`src/rtl/excesso3_pkg.sv`:
```
// Shared constants and state encoding for the serial excess-3 deserializer.
package excesso3_pkg;
   localparam logic [3:0] E3_OFFSET   = 4'd3;
   localparam logic [3:0] E3_MIN      = 4'd3;
   localparam logic [3:0] E3_MAX      = 4'd12;
   localparam logic [3:0] BCD_INVALID = 4'hF;

   typedef enum logic {
      IDLE = 1'b0,
      RECV = 1'b1
   } state_t;
endpackage

```
`src/rtl/excesso3_para_bcd.sv`:
```
// Combinational excess-3 to BCD digit decoder; out-of-range codes map to BCD_INVALID.
module excesso3_para_bcd
   import excesso3_pkg::*;
(
   input  logic [3:0] code,
   output logic [3:0] digit,
   output logic       invalid
);

   always_comb begin
      invalid = (code < E3_MIN) || (code > E3_MAX);
      digit   = invalid ? BCD_INVALID : (code - E3_OFFSET);
   end

endmodule

```
`src/rtl/excesso3_deserializador.sv`:
```
// Serial excess-3 receiver: decodes LSB-first 4-bit codes into BCD and packs NDIG
// digits per word, delivered through a one-entry valid/ready output register.
module excesso3_deserializador
   import excesso3_pkg::*;
#(
   parameter int NDIG = 4
) (
   input  logic              clk,
   input  logic              reset_n,
   input  logic              Bin,
   input  logic              Bin_valid,
   input  logic              sync,
   output logic [4*NDIG-1:0] word_out,
   output logic              word_err,
   output logic              word_valid,
   input  logic              word_ready,
   output logic              overrun,
   output logic              sync_err
);

   localparam int DW = (NDIG > 1) ? $clog2(NDIG) : 1;
   localparam int WW = 4 * NDIG;
   localparam logic [DW-1:0] LAST_DIG = DW'(NDIG - 1);

   state_t          state_q, state_d;
   logic [1:0]      bit_cnt_q, bit_cnt_d;
   logic [DW-1:0]   dig_cnt_q, dig_cnt_d;
   // Only the three most recent bits are kept; the fourth arrives live on Bin.
   logic [3:1]      shift_reg_q, shift_reg_d;
   logic [WW-1:0]   part_q, part_d;
   logic            part_err_q, part_err_d;
   logic [WW-1:0]   word_out_q, word_out_d;
   logic            word_err_q, word_err_d;
   logic            word_valid_q, word_valid_d;
   logic            overrun_q, overrun_d;
   logic            sync_err_q, sync_err_d;

   logic [3:0]      code;
   logic [3:0]      digit;
   logic            invalid;
   logic [WW-1:0]   part_fill;
   logic            complete;

   assign code = {Bin, shift_reg_q[3:1]};

   excesso3_para_bcd u_para_bcd (
      .code    (code),
      .digit   (digit),
      .invalid (invalid)
   );

   // Partial word with the digit being completed dropped into its nibble.
   generate
      for (genvar gi = 0; gi < NDIG; gi++) begin : g_fill
         assign part_fill[gi*4 +: 4] = (dig_cnt_q == DW'(gi)) ? digit : part_q[gi*4 +: 4];
      end
   endgenerate

   always_comb begin
      state_d      = state_q;
      bit_cnt_d    = bit_cnt_q;
      dig_cnt_d    = dig_cnt_q;
      shift_reg_d  = shift_reg_q;
      part_d       = part_q;
      part_err_d   = part_err_q;
      word_out_d   = word_out_q;
      word_err_d   = word_err_q;
      word_valid_d = word_valid_q;
      overrun_d    = 1'b0;
      sync_err_d   = 1'b0;
      complete     = 1'b0;

      if (word_valid_q && word_ready) begin
         word_valid_d = 1'b0;
      end

      if (Bin_valid) begin
         case (state_q)
            IDLE: begin
               if (sync) begin
                  state_d     = RECV;
                  shift_reg_d = {Bin, shift_reg_q[3:2]};
                  bit_cnt_d   = 2'd1;
                  dig_cnt_d   = '0;
                  part_d      = '0;
                  part_err_d  = 1'b0;
               end
            end
            RECV: begin
               shift_reg_d = {Bin, shift_reg_q[3:2]};
               if (sync && ((bit_cnt_q != 2'd0) || (dig_cnt_q != '0))) begin
                  sync_err_d = 1'b1;
                  part_d     = '0;
                  part_err_d = 1'b0;
                  bit_cnt_d  = 2'd1;
                  dig_cnt_d  = '0;
               end else if (bit_cnt_q == 2'd3) begin
                  bit_cnt_d = 2'd0;
                  if (dig_cnt_q == LAST_DIG) begin
                     dig_cnt_d  = '0;
                     part_d     = '0;
                     part_err_d = 1'b0;
                     complete   = 1'b1;
                  end else begin
                     dig_cnt_d  = dig_cnt_q + 1'b1;
                     part_d     = part_fill;
                     part_err_d = part_err_q | invalid;
                  end
               end else begin
                  bit_cnt_d = bit_cnt_q + 2'd1;
               end
            end
            default: state_d = IDLE;
         endcase
      end

      // A held word that is being popped on this edge may be replaced in place.
      if (complete) begin
         if (!word_valid_q || word_ready) begin
            word_out_d   = part_fill;
            word_err_d   = part_err_q | invalid;
            word_valid_d = 1'b1;
         end else begin
            overrun_d = 1'b1;
         end
      end
   end

   always_ff @(posedge clk or negedge reset_n) begin
      if (!reset_n) begin
         state_q      <= IDLE;
         bit_cnt_q    <= '0;
         dig_cnt_q    <= '0;
         shift_reg_q  <= '0;
         part_q       <= '0;
         part_err_q   <= 1'b0;
         word_out_q   <= '0;
         word_err_q   <= 1'b0;
         word_valid_q <= 1'b0;
         overrun_q    <= 1'b0;
         sync_err_q   <= 1'b0;
      end else begin
         state_q      <= state_d;
         bit_cnt_q    <= bit_cnt_d;
         dig_cnt_q    <= dig_cnt_d;
         shift_reg_q  <= shift_reg_d;
         part_q       <= part_d;
         part_err_q   <= part_err_d;
         word_out_q   <= word_out_d;
         word_err_q   <= word_err_d;
         word_valid_q <= word_valid_d;
         overrun_q    <= overrun_d;
         sync_err_q   <= sync_err_d;
      end
   end

   assign word_out   = word_out_q;
   assign word_err   = word_err_q;
   assign word_valid = word_valid_q;
   assign overrun    = overrun_q;
   assign sync_err   = sync_err_q;

endmodule

```
`config.mk`:
```
export PLATFORM = sky130hd
export DESIGN_NAME = excesso3_deserializador
export DESIGN_NICKNAME = d
export VERILOG_FILES = /design/src/rtl/excesso3_pkg.sv /design/src/rtl/excesso3_para_bcd.sv /design/src/rtl/excesso3_deserializador.sv
export SDC_FILE = /design/constraint.sdc
export NUM_CORES = 1
export LEC_CHECK = 0
export CORE_ASPECT_RATIO = 1.4
export CORE_UTILIZATION = 54
export DETAILED_ROUTE_END_ITERATION = 10
export GPL_TIMING_DRIVEN = 1
export PLACE_DENSITY = 0.78
export SETUP_SLACK_MARGIN = 0.1
export SLEW_MARGIN = 20
export SYNTH_ARGS = -nofsm -noshare
export SYNTH_HDL_FRONTEND = slang
export SYNTH_SLANG_ARGS = --single-unit
```
`constraint.sdc`:
```
create_clock -name clk -period 2.5 [get_ports clk]
set_clock_uncertainty 0.1 [all_clocks]
set_input_delay 0.625 -clock clk [delete_from_list [all_inputs] [get_ports clk]]
set_output_delay 0.625 -clock clk [all_outputs]
set_load 0.03 [all_outputs]
```
==> results of run 1 <==
[final timing paths]
kind	from	endpoint	slack (ns)	cells past startpoint
max	word_out[0]	word_out[0]	0.41	1
min	reset_n	word_out[9]	0.18	1
max reg2reg	dig_cnt_q[0]	dig_cnt_q[1]	0.59	7
min reg2reg	word_out[9]	word_out[9]	0.39	1
max in group asynchronous	reset_n	part_q[7]	1.57	2
min in group clk	word_out[9]	word_out[9]	0.39	1
[routing by layer]
metal / GRT usage / share of wire / up-vias / wire length, um
li1: - / - / 686 / -
met1: 0.302 / 0.41 / 698 / 1650
met2: 0.430 / 0.54 / 34 / 2170
met3: 0.0600 / 0.034 / 8 / 137
met4: 0.114 / 0.020 / 0 / 80
met5: 0 / 0 / - / 0
[sequential cells by signal, indices dropped and copies added, names as in the netlist]
register and cells:
part_q 12, word_valid 1, word_err 1, sync_err 1
state_q 1, part_err_q 1, word_out 16, bit_cnt_q 2
overrun 1, dig_cnt_q 2, shift_reg_q 3
[cell type report]
cell class / count / area, um^2
Multi-Input combinational cell: 114 / 861
Inverter: 10 / 37.5
Fill cell: 276 / 1020
Tap cell: 40 / 50.0
Sequential cell: 41 / 1030
Clock buffer: 5 / 68.8
Clock inverter: 3 / 65.1
Timing Repair Buffer: 32 / 310
[where the power goes]
group / switching (mW) / internal (mW) / leakage, nW
clock network: 0.235 / 0.397 / 0.0681
logic: 0.562 / 0.418 / 0.519
registers: 0.123 / 0.858 / 0.543
total: 0.921 / 1.67 / 1.13
[stage by stage]
step / utilization / area (um^2) / total power [mW]
CTS: 0.703 / 2420 / 2.61
floorplan: - / 1980 / 1.64
detailed placement: 0.664 / 2280 / 1.97
finish: 0.703 / 2420 / 2.59
global placement: 0.664 / 2280 / 1.91
global route: 0.703 / 2420 / 2.75
[cells by family after synthesis]
group           count (synthesis)  share of synthesized area
flops                          41                      0.518
compound gates                 53                      0.215
buf+inv                        20                     0.0468
simple gates                   41                      0.106
fa+ha+maj                       8                     0.0506
mux                            12                     0.0638
[cell usage in the layout (no fill, tap or decap), types with 5 or more instances in the layout]
master	synthesis	layout
a211oi_1	6	6
a21o_1	8	8
a32o_1	12	12
buf_4	1	6
clkbuf_8	0	5
clkdlybuf4s50_1	0	24
dfrtp_1	41	41
ha_1	8	8
inv_1	10	10
mux2i_1	7	7
nand2_1	13	13
nor2_1	12	12
o21ai_0	9	9
==> results.sh, run 1 <==
export IMPL_period_minus_slack_ns=2.09
export IMPL_ys_flop_type="dfrtp_1"
export IMPL_coreArea_mm2=0.00344
export IMPL_netlist_area_mm2=0.00198
export IMPL_grt_pass1_vias=1476
export IMPL_cts_sinks=41
export IMPL_crit_fanout=2
export IMPL_slew_viol_final=0
export IMPL_start_util=0.575
export IMPL_post_cts_setup_buffer_count=0
export IMPL_finalNonFillerCells=245
export IMPL_cpPeakStageDelay_ns=0.69
export IMPL_syn_num_nets=189
export IMPL_crit_required_ns=1.77
export IMPL_yosysSeqAreaShare=0.518
export IMPL_clock_path_buffers=2
export IMPL_timing_fmax_mhz=479
export IMPL_ir_drop_mv=0.678
export IMPL_worst_ep_arrival_time_ns=1.36
export IMPL_postCtsHoldBufs=0
export IMPL_synth_top_area_share=0.518
export IMPL_dp_cells=237
export IMPL_place_ws_ns=0.140
export IMPL_fin_hold_ws_ns=0.177
export IMPL_worst_hold_path_type="in2async"
export IMPL_cts_resized=0
export IMPL_antenna_left=0
export IMPL_layout_drive_gt1_share=0.146
export IMPL_avgSynthCellArea_um2=11.3
export IMPL_min_period_over_period=0.834
export IMPL_crit_family="buffers and inverters"
export IMPL_drt_iter0_drc=21
export IMPL_finalWirelength_um=4040
export IMPL_antenna_found_initial=0
export IMPL_insertion_delay_ns=0.30
export IMPL_grt_pass1_wl_um=7040
export IMPL_synthArstFlopShare=1.00
export IMPL_avgRoutedWirePerCell_um=16.5
export IMPL_max_slew_margin_rel=0.673
export IMPL_max_cap_violations=0
export IMPL_critical_path_buf_inv_count=1
export IMPL_gp_congestion=0.817
export IMPL_power_leakage_nw=1.13
export IMPL_io_pins=26
export IMPL_synth_most_common_cell="dfrtp_1"
export IMPL_synth_cell_type_count=38
export IMPL_cts_tree="yes"
export IMPL_start_kind="register"
export IMPL_outcome="finished, final reports clean"
export IMPL_num_antenna_cells=0
export IMPL_endpoint_kind="primary output"
export IMPL_die_w_um=53.2
export IMPL_ys_ff_latch=41
export IMPL_synth_edf_count=0
export IMPL_synthCells=175
export IMPL_drtPass1Iterations=4
export IMPL_slowest_stage="clkdlybuf4s50_1"
export IMPL_tightest_slew_ns=0.490
export IMPL_finalWorstSetupSlack_ns=0.414
export IMPL_tns_ns=0
export IMPL_grt_overflow=0
export IMPL_setup_viol=0
export IMPL_row_count=25
export IMPL_htreeDepth=2
export IMPL_die_y_um=73.6
export IMPL_portBuffers=25
export IMPL_root_buffer="clkbuf_8"
export IMPL_fp_dieArea_mm2=0.00392
export IMPL_path_clk_slew_ns=0.08
export IMPL_rsz0062_at_grt="false"
export IMPL_drc_errors=0
export IMPL_netlist_top_cells_area="dfrtp_1 52%, a32o_1 6.1%, ha_1 5.1%"
export IMPL_dp_hpwl_um=2950
export IMPL_power_density_mw_per_mm2=1070
export IMPL_crit_chain="clkdlybuf4s50_1"
export IMPL_areaGrowthSynthToFinish_pct=22.2
export IMPL_synth_top_cells_by_count="41 x dfrtp_1, 13 x nand2_1, 12 x a32o_1, 12 x nor2_1, 10 x inv_1"
export IMPL_ys_warn_count=0
export IMPL_grt_max_degree=32
export IMPL_yosys_area_top_type="dfrtp_1"
export IMPL_vias=1426
export IMPL_via_per_inst=5.82
export IMPL_nNetsFinal=218
export IMPL_hold_viol=0
export IMPL_path_class="reg2out"
export IMPL_cts_buffers=5
export IMPL_grtUsageTotal=0.255
No activity file was read; power rests on OpenSTA's default activity.
==> run 2, diff against run 1 <==
CORE_UTILIZATION = 49   (was 54)
PLACE_DENSITY = 0.75   (was 0.78)
clock period = 1.7 ns   (was 2.5 ns; I/O delays follow)
==> run 2 against run 1 <==
The flow now finishes with violations (setup timing). Design area increased by 27%. Critical path depth increased by 5. Power increased by 70%. First-iteration DRC count increased to 2.7 times the previous value. Non-clock buffer count increased by 44. Sequential share of layout area decreased by 9.1 points. Via count increased by 25%. Hold slack got worse by 0.12 ns. Global-route usage increased by 1.7 points. Utilization increased by 9.0 points. Clock-buffer cell count increased by 2. Register-to-register slack got worse by 0.77 ns.
==> results.sh, run 2 (same netlist as run 1, synthesis figures left out) <==
export IMPL_rr_worst_depth=6
export IMPL_path_class="reg2reg"
export IMPL_path_clk_slew_ns=0.08
export IMPL_ir_drop_mv=1.09
export IMPL_die_y_um=77.2
export IMPL_fp_dieArea_mm2=0.00430
export IMPL_start_kind="register"
export IMPL_power_leakage_nw=1.43
export IMPL_worst_hold_path_type="in2async"
export IMPL_drtPass1Iterations=4
export IMPL_num_antenna_cells=0
export IMPL_via_per_inst=6.07
export IMPL_p_sw_mw=1.76
export IMPL_max_cap_violations=0
export IMPL_outcome="finished with violations"
export IMPL_drc_errors=0
export IMPL_timing_fmax_mhz=531
export IMPL_endpoint_kind="register"
export IMPL_tightest_slew_ns=0.520
export IMPL_areaGrowthSynthToFinish_pct=55.6
export IMPL_finalWorstSetupSlack_ns=-0.184
export IMPL_p_clk_frac=0.165
export IMPL_cts_tree="yes"
export IMPL_dpl_cell_area_mm2=0.00249
export IMPL_cts_buffers=5
export IMPL_place_ws_ns=-0.421
export IMPL_grt_max_degree=42
export IMPL_mostFrequentLayoutCell="dfrtp_1"
export IMPL_postCtsHoldBufs=0
export IMPL_cts_sinks=41
export IMPL_worst_ep_arrival_time_ns=2.01
export IMPL_p_int_mw=2.64
export IMPL_coreArea_mm2=0.00388
export IMPL_start_util=0.510
export IMPL_setup_viol=28
export IMPL_seq_power_share=0.335
export IMPL_drt_iter0_drc=57
export IMPL_slew_viol_final=0
export IMPL_insertion_delay_ns=0.31
export IMPL_r2r_start="dig_cnt_q[0]"
export IMPL_layout_drive_gt1_share=0.466
export IMPL_final_cell_area_mm2=0.00308
export IMPL_grt_overflow=0
export IMPL_root_buffer="clkbuf_8"
export IMPL_switching_share=0.401
export IMPL_final_seq_area_mm2=0.00103
export IMPL_rsz0062_at_grt="true"
export IMPL_finalWirelength_um=6180
export IMPL_reg2reg_slack_ns=-0.18
export IMPL_io_pins=26
export IMPL_die_w_um=55.7
export IMPL_period_minus_slack_ns=1.88
export IMPL_max_slew_margin_rel=0.653
export IMPL_avgRoutedWirePerCell_um=21.0
export IMPL_pwr_share_comb=0.499
export IMPL_dp_hpwl_um=3300
export IMPL_grtUsageTotal=0.272
export IMPL_htreeDepth=2
export IMPL_crit_fanout=9
export IMPL_grt_pass1_wl_um=8860
export IMPL_portBuffers=25
export IMPL_crit_required_ns=1.83
export IMPL_antenna_found_initial=0
export IMPL_final_cell_mix="41 x dfrtp_1, 36 x buf_4, 13 x buf_6, 12 x a32o_1, 12 x clkdlybuf4s15_1"
export IMPL_vias=1786
export IMPL_nNetsFinal=264
export IMPL_largest_reg_flops=16
export IMPL_nFillCells=224
export IMPL_antenna_left=0
export IMPL_fin_util=0.793
export IMPL_clock_path_buffers=2
export IMPL_power_mw=4.40
export IMPL_gp_congestion=0.851
export IMPL_grt_pass1_vias=1833
export IMPL_power_density_mw_per_mm2=1430
export IMPL_multiInputGateArea_mm2=0.00119
export IMPL_row_count=27
export IMPL_violations="setup timing"
export IMPL_hold_viol=0
export IMPL_min_period_over_period=1.11
export IMPL_r2r_end="part_q[7]"
==> run 2: cell types whose count changed in the layout (fill, tap and decap cells not counted), sizes merged <==
cell	previous run	this run
clkdlybuf4s50	24	2
clkbuf	5	10
dlygate4sd2	0	7
clkdlybuf4s15	0	12
bufinv	2	0
buf	8	52
nand4	2	4
==> run 2: how the worst max path moves through the flow <==
stage / slack (ns) / from / end / depth (start not counted)
after floorplan: 0.07 / dig_cnt_q[0] / part_q[0] / 7
after global placement: -0.36 / Bin / word_out[7] / 5
after detailed placement: -0.42 / Bin / word_out[7] / 5
after CTS: -0.06 / shift_reg_q[1] / part_q[8] / 6
after global routing: -0.28 / dig_cnt_q[0] / part_q[7] / 6
final: -0.18 / dig_cnt_q[0] / part_q[7] / 6
==> run 2: routing by layer <==
layer / part of all wire / global-route usage / wire length, um / vias to the layer above
met5: 0 / 0 / 0 / -
li1: - / - / - / 787
met1: 0.35 / 0.278 / 2140 / 897
met4: 0.054 / 0.153 / 333 / 0
met3: 0.043 / 0.0641 / 267 / 34
met2: 0.56 / 0.495 / 3450 / 68
==> run 2: repair_timing <==
item                       CTS  global route
gates cloned                 3             0
setup buffers               11            10
setup endpoints to repair   52            49
gates resized for setup     63            49
pin swaps                   13            10
hold endpoints to repair     0             0
==> run 2: cell type report <==
type,instances,share of cell area
inverter,10,0.0122
clock inverter,1,0.00162
timing repair buffer,76,0.219
tap,43,0.0175
clock buffer,7,0.0313
sequential,41,0.333
multi-input combinational,116,0.386
==> run 2: per-stage QoR <==
step	setup TNS [ns]	hold WS [ns]	instances
floorplan	0	0.0294	175
global placement	-10.62	0.362	262
detailed placement	-12.57	0.365	262
CTS	-0.304	0.0881	284
global route	-3.81	0.109	294
finish	-1.65	0.0601	294
==> run 2: worst max-delay path, cell delays in order, from the launching register on <==
cell     delay, ns
dfrtp_1       0.41
ha_1          0.25
buf_4         0.14
inv_1         0.11
nand3_4       0.20
nor2_1        0.32
a32o_1        0.26
==> run 2: power groups by stage <==
stage	logic [mW]	clock network, mW	registers [mW]
3_5_place_dp	1.65	0	1.46
3_3_place_gp	1.59	0	1.43
6_report	2.20	0.727	1.48
2_1_floorplan	0.860	0	1.63
5_1_grt	2.31	0.767	1.51
4_1_cts	1.86	0.720	1.44
